===== src/rtl/udp_vlg_tx_arb.sv =====
// Round-robin, per-datagram arbiter that merges N UDP TX sources onto one UDP TX port.
// Optional stall abort is enabled with `define UDP_VLG_TX_ARB_TIMEOUT_EN.
module udp_vlg_tx_arb #(
    parameter int N           = 4,
    parameter int META_W      = 80,
    parameter int TIMEOUT_CYC = 4096
) (
    input  logic                  clk,
    input  logic                  rst_n,
    input  logic [N-1:0]          in_rdy,
    input  logic [N*META_W-1:0]   in_meta,
    input  logic [N*8-1:0]        in_dat,
    input  logic [N-1:0]          in_val,
    input  logic [N-1:0]          in_sof,
    input  logic [N-1:0]          in_eof,
    input  logic [N-1:0]          in_err,
    output logic [N-1:0]          in_ack,
    output logic [N-1:0]          in_req,
    output logic [N-1:0]          in_done,
    output logic                  out_rdy,
    output logic [META_W-1:0]     out_meta,
    output logic [7:0]            out_dat,
    output logic                  out_val,
    output logic                  out_sof,
    output logic                  out_eof,
    output logic                  out_err,
    input  logic                  out_ack,
    input  logic                  out_req,
    input  logic                  out_done,
    output logic [N-1:0]          grant,
    output logic                  timeout,
    output logic [1:0]            dbg_state
);
    localparam int IW = (N > 1) ? $clog2(N) : 1;

    localparam logic [1:0] IDLE      = 2'd0;
    localparam logic [1:0] HDR       = 2'd1;
    localparam logic [1:0] DATA      = 2'd2;
    localparam logic [1:0] WAIT_DONE = 2'd3;

    // Handshake: a source holds in_rdy/in_meta until in_ack; in_ack, in_req and in_done
    // are combinational echoes of out_ack/out_req/out_done, routed to the granted channel only
    // and only in the state where that downstream signal is meaningful.
    logic [1:0]    state;
    logic [IW-1:0] gidx;
    logic [IW-1:0] rr_ptr;
    logic [IW-1:0] gnext;
    logic [IW-1:0] pick_idx;
    logic          pick_vld;
    logic          abort;

    assign dbg_state = state;
    assign gnext     = (gidx == IW'(N - 1)) ? '0 : gidx + 1'b1;

    // First requesting channel at or after the round-robin pointer, wrapping.
    always_comb begin
        pick_vld = 1'b0;
        pick_idx = '0;
        for (int k = 0; k < N; k++) begin
            if (!pick_vld && in_rdy[(int'(rr_ptr) + k) % N]) begin
                pick_vld = 1'b1;
                pick_idx = IW'((int'(rr_ptr) + k) % N);
            end
        end
    end

    always_comb begin
        in_ack  = '0;
        in_req  = '0;
        in_done = '0;
        case (state)
            HDR:       in_ack[gidx]  = out_ack;
            DATA:      in_req[gidx]  = out_req;
            WAIT_DONE: in_done[gidx] = out_done;
            default: ;
        endcase
    end

`ifdef UDP_VLG_TX_ARB_TIMEOUT_EN
    localparam int TW = $clog2(TIMEOUT_CYC + 1);

    logic [TW-1:0] tcnt;
    logic          progress;

    assign progress = ((state == HDR) && out_ack) ||
                      ((state == DATA) && in_val[gidx]) ||
                      ((state == WAIT_DONE) && out_done);
    // Fires on the TIMEOUT_CYC-th consecutive cycle without progress.
    assign abort = (state != IDLE) && !progress && (tcnt == TW'(TIMEOUT_CYC - 1));

    always_ff @(posedge clk or negedge rst_n) begin
        if (!rst_n) begin
            tcnt <= '0;
        end else if ((state == IDLE) || progress || abort) begin
            tcnt <= '0;
        end else begin
            tcnt <= tcnt + 1'b1;
        end
    end
`else
    logic unused_cfg;
    assign unused_cfg = (TIMEOUT_CYC != 0);
    assign abort      = 1'b0;
`endif

    always_ff @(posedge clk or negedge rst_n) begin
        if (!rst_n) begin
            state    <= IDLE;
            gidx     <= '0;
            rr_ptr   <= '0;
            grant    <= '0;
            out_rdy  <= 1'b0;
            out_meta <= '0;
            out_dat  <= '0;
            out_val  <= 1'b0;
            out_sof  <= 1'b0;
            out_eof  <= 1'b0;
            out_err  <= 1'b0;
            timeout  <= 1'b0;
        end else begin
            out_val <= 1'b0;
            out_sof <= 1'b0;
            out_eof <= 1'b0;
            out_err <= 1'b0;
            out_dat <= '0;
            timeout <= abort;
            case (state)
                IDLE: begin
                    if (pick_vld) begin
                        gidx     <= pick_idx;
                        grant    <= N'(1) << pick_idx;
                        out_rdy  <= 1'b1;
                        out_meta <= in_meta[int'(pick_idx)*META_W +: META_W];
                        state    <= HDR;
                    end
                end
                HDR: begin
                    out_meta <= in_meta[int'(gidx)*META_W +: META_W];
                    if (out_ack) begin
                        out_rdy <= 1'b0;
                        state   <= DATA;
                    end else if (!in_rdy[gidx]) begin
                        // Source withdrew before the header was taken.
                        out_rdy <= 1'b0;
                        grant   <= '0;
                        rr_ptr  <= gnext;
                        state   <= IDLE;
                    end
                end
                DATA: begin
                    out_val <= in_val[gidx];
                    out_sof <= in_sof[gidx];
                    out_eof <= in_eof[gidx];
                    out_err <= in_err[gidx];
                    out_dat <= in_dat[int'(gidx)*8 +: 8];
                    if (in_val[gidx] && in_eof[gidx]) begin
                        state <= WAIT_DONE;
                    end
                end
                WAIT_DONE: begin
                    if (out_done) begin
                        grant  <= '0;
                        rr_ptr <= gnext;
                        state  <= IDLE;
                    end
                end
                default: state <= IDLE;
            endcase
            if (abort) begin
                // Terminate a stalled payload with an errored last beat so downstream closes it.
                if (state == DATA) begin
                    out_val <= 1'b1;
                    out_sof <= 1'b0;
                    out_eof <= 1'b1;
                    out_err <= 1'b1;
                    out_dat <= '0;
                end
                out_rdy <= 1'b0;
                grant   <= '0;
                rr_ptr  <= gnext;
                state   <= IDLE;
            end
        end
    end
endmodule


===== config.mk =====
export PLATFORM = sky130hd
export DESIGN_NAME = udp_vlg_tx_arb
export DESIGN_NICKNAME = d
export VERILOG_FILES = /design/src/rtl/udp_vlg_tx_arb.sv
export SDC_FILE = /design/constraint.sdc
export NUM_CORES = 1
export LEC_CHECK = 0
export ABC_AREA = 1
export CELL_PAD_IN_SITES_DETAIL_PLACEMENT = 0
export CELL_PAD_IN_SITES_GLOBAL_PLACEMENT = 1
export CORE_ASPECT_RATIO = 0.8
export CORE_MARGIN = 3
export CORE_UTILIZATION = 25
export CTS_CLUSTER_SIZE = 8
export DETAILED_ROUTE_END_ITERATION = 8
export PLACE_DENSITY = 0.86
export SYNTH_ARGS = -nofsm -noshare
export SYNTH_HDL_FRONTEND = slang
export SYNTH_SLANG_ARGS = --single-unit

===== constraint.sdc =====
create_clock -name clk -period 2.7 [get_ports clk]
set_clock_uncertainty 0.1 [all_clocks]
set_input_delay 0.54 -clock clk [delete_from_list [all_inputs] [get_ports clk]]
set_output_delay 0.54 -clock clk [all_outputs]
set_load 0.01 [all_outputs]

==> results.sh <==
export IMPL_status="finished, final reports clean"
export IMPL_busiest_layer="met2"
export IMPL_use_met2_pct=37.49
export IMPL_start_kind="register"
export IMPL_finalSetupViolCount=0
export IMPL_power_share_sequential_pct=14.0
export IMPL_critical_path_class="reg -> out"
export IMPL_dp_cells=2025
export IMPL_fmax_mhz=387.4
export IMPL_rows=58
export IMPL_fill_cells=3230
export IMPL_rsz0062_at_grt="false"
export IMPL_synth_cells=1177
export IMPL_fin_cells=2042
export IMPL_reg2reg_depth=9
export IMPL_pwr_share_clk_pct=6.5
export IMPL_synth_area_leader_cell="dfrtp_1"
export IMPL_cp_max_fo=5
export IMPL_hold_class="reg -> reg"
export IMPL_power_per_cell_area_nw_per_um2=1481
export IMPL_reg2reg_to="out_meta[23]"
export IMPL_path_clk_slew_ns=0.07
export IMPL_grt_max_degree=161
export IMPL_slew_viol_final=0
export IMPL_drc=0
export IMPL_core_area_um2=31570
export IMPL_total_power_mw=20.61
export IMPL_num_vias=10240
export IMPL_die_x_um=206.3
export IMPL_area_delta_synth_final_pct=73.30
export IMPL_min_period_over_period_pct=95.60
export IMPL_switching_power_mw=10.85
export IMPL_combPwrFrac_pct=79.4
export IMPL_hold_viol_final=0
export IMPL_drt_iter0_markers=828
export IMPL_dieArea_um2=34310
export IMPL_totalWireLength_um=39750
export IMPL_synth_avg_cell_area_um2=6.819
export IMPL_worst_slew_pin_transition_ns=1.042
export IMPL_ys_warn_count=0
export IMPL_yosysTopAreaCellShare_pct=32.11
export IMPL_place_congestion=0.9262
export IMPL_grt_pass1_vias=10090
export IMPL_io_buffers=487
export IMPL_cp_end_kind="primary output"
export IMPL_cts_buffers=9
export IMPL_final_core_util_pct=44.06
export IMPL_grt_usage_pct=22.18
export IMPL_postCtsSetupRepairBufs=0
export IMPL_drive_above_1_share_pct=9.433
export IMPL_cp_arrival_ns=1.94
export IMPL_dr_pass1_iters=5
export IMPL_synth_ff_type="dfrtp_1"
export IMPL_layout_nets=2002
export IMPL_async_flop_share_pct=100.0
export IMPL_worstSetupStartpoint="dbg_state[0]"
export IMPL_min_period_ns=2.581
export IMPL_ys_ff_latch=103
export IMPL_io_pins=489
export IMPL_switching_share_pct=52.65
export IMPL_grt_ovfl_total=0
export IMPL_clk_path_buf_depth=2
export IMPL_grt_use_met1_pct=28.39
export IMPL_intPower_mw=9.757
export IMPL_tritoncts="done"
export IMPL_synthesis_area_um2=8026
export IMPL_vdd_drop_max_v=0.001053
export IMPL_h_tree_depth=3
export IMPL_crit_end="in_req[1]"
export IMPL_r2r_slack_ns=0.22
export IMPL_cts_sinks=103
export IMPL_die_y_um=166.3
export IMPL_cap_violations=0
export IMPL_yosysSeqAreaShare_pct=32.11
export IMPL_grt_util_met3_pct=5.624
export IMPL_synth_nets=1562
export IMPL_n_antenna_cell=0
export IMPL_cts_root_buf="clkbuf_16"
export IMPL_antenna_found_initial=0
export IMPL_ant_nets=0
export IMPL_whs_ns=0.3811
export IMPL_synth_area_leaders="dfrtp_1 32%, nand3_1 32%, nand2_1 10%, nand3_2 7.7%, nor2_1 3.2%"
export IMPL_clock_latency_ns=0.35
export IMPL_wl_per_cell_um=19.47
export IMPL_dpl_hpwl_um=30290
export IMPL_synth_edff_count=0
export IMPL_initial_core_util_pct=25.43
export IMPL_ys_types=28
export IMPL_relSlewSlack_pct=30.56
export IMPL_critPathRequiredTime_ns=2.06
export IMPL_grt_pass1_wl_um=59280
export IMPL_total_leakage_power_nw=6.122
export IMPL_viasPerCell=5.017
-- stage by stage --
stage	setup TNS (ns)	cell area, µm²	setup slack (ns)
after global placement	-5.268	13590	-0.1891
after CTS	0	13890	0.05823
after floorplan	0	8026	0.5356
after global routing	0	13910	0.004120
final	0	13910	0.1188
after detailed placement	-7.946	13590	-0.2466
-- worst max-delay path: stages, from the launching register on --
cell	delay, ns
dfrtp_1	0.45
inv_1	0.13
ha_1	0.23
nand2_2	0.12
nor2_1	0.11
clkdlybuf4s50_1	0.55
-- cell type report --
type / instances / area (µm²) / area share (%)
timing repair buffer: 541 / 5613 / 40.35
clock inverter: 4 / 27.53 / 0.1979
tap: 420 / 525.5 / 3.778
sequential: 103 / 2580 / 18.55
clock buffer: 12 / 266.5 / 1.916
inverter: 27 / 110.1 / 0.7916
multi-input combinational: 935 / 4787 / 34.42
-- routing by layer --
layer / wire [µm] / share of wire, % / vias to the layer above
met5: 0 / 0 / -
met4: 816 / 2.1 / 0
met3: 3195 / 8.0 / 43
met2: 19160 / 48 / 399
met1: 16580 / 42 / 4867
li1: - / - / 4935
-- power groups by stage --
stage | clock, mW | sequential, mW | combinational [mW]
after CTS | 1.39 | 2.89 | 16.5
after global placement | 0 | 2.88 | 16.3
after floorplan | 0 | 3.13 | 9.77
after global routing | 1.44 | 2.99 | 18.1
after detailed placement | 0 | 2.90 | 16.5
final | 1.35 | 2.89 | 16.4
-- cells by family (layout without fill, tap and decap cells) --
family	count (synthesis)	in the layout	share of synthesized area (%)
other	1	1	0.04672
AOI/OAI and AO/OA	53	53	3.445
DFF	103	103	32.11
adders and majority gates	8	8	1.247
and+or+nand+nor	873	873	54.36
buffers and inverters	139	584	8.792
-- repair_timing --
item / 4_1_cts / 5_1_grt
endpoints found under the hold margin: 22 / 0
hold buffers: 1 / 0
endpoints found under the setup margin: 3 / 9
resized for setup: 1 / 6
-- worst min-delay path by stage --
stage	start	endpoint	slack [ns]	cells after the start
floorplan	rst_n	async pin	0.14	0
CTS	out_meta[33]	out_meta[33]	0.38	2
detailed placement	out_meta[21]	out_meta[21]	0.36	2
global placement	out_meta[70]	out_meta[70]	0.36	2
finish	grant[2]	grant[2]	0.38	2
global route	out_meta[43]	out_meta[43]	0.39	2
-- cells in the final DEF, fill, tap and decap left out --
master and n:
o21ai_4 1, inv_2 3, nand2_1 219, nor3_1 1
buf_16 1, clkinv_4 1, inv_6 2, inv_1 21
clkbuf_8 3, a21oi_1 13, clkbuf_16 9, nand2_2 3
clkdlybuf4s50_1 486, nor2_1 69, ha_1 8, dfrtp_2 2
inv_4 1, buf_4 28, o22a_1 2, dlygate4sd3_1 1
nand3_1 509, nor2_4 1, nand3_2 63, dfrtp_1 101
conb_1 1, nand4_4 1, nand2_4 3, clkinv_2 3
o21ai_0 37, buf_12 25, nand3_4 1, nand2_8 1
nor2_2 1, nand4_1 1
-- synthesized netlist by cell type (2+ instances only) --
| library cell | instances |
|---|---|
| nand3_1 | 510 |
| nand2_1 | 222 |
| dfrtp_1 | 103 |
| nor2_1 | 69 |
| nand3_2 | 62 |
| buf_2 | 50 |
| clkbuf_1 | 40 |
| o21ai_0 | 37 |
| inv_1 | 22 |
| a21oi_1 | 13 |
| buf_6 | 11 |
| ha_1 | 8 |
| buf_1 | 6 |
| inv_2 | 4 |
| buf_4 | 3 |
| nand2_2 | 3 |
| buf_8 | 2 |
| o22a_1 | 2 |
-- state kept, by name, summed over array words and instances, names as in the netlist, named ones only --
name,count
out_dat,8
dbg_state,1
gidx,2
out_rdy,1
out_meta,80
out_err,1
out_eof,1
grant,4
out_val,1
rr_ptr,2
out_sof,1
Note: power is estimated with default switching activity, not from simulation.
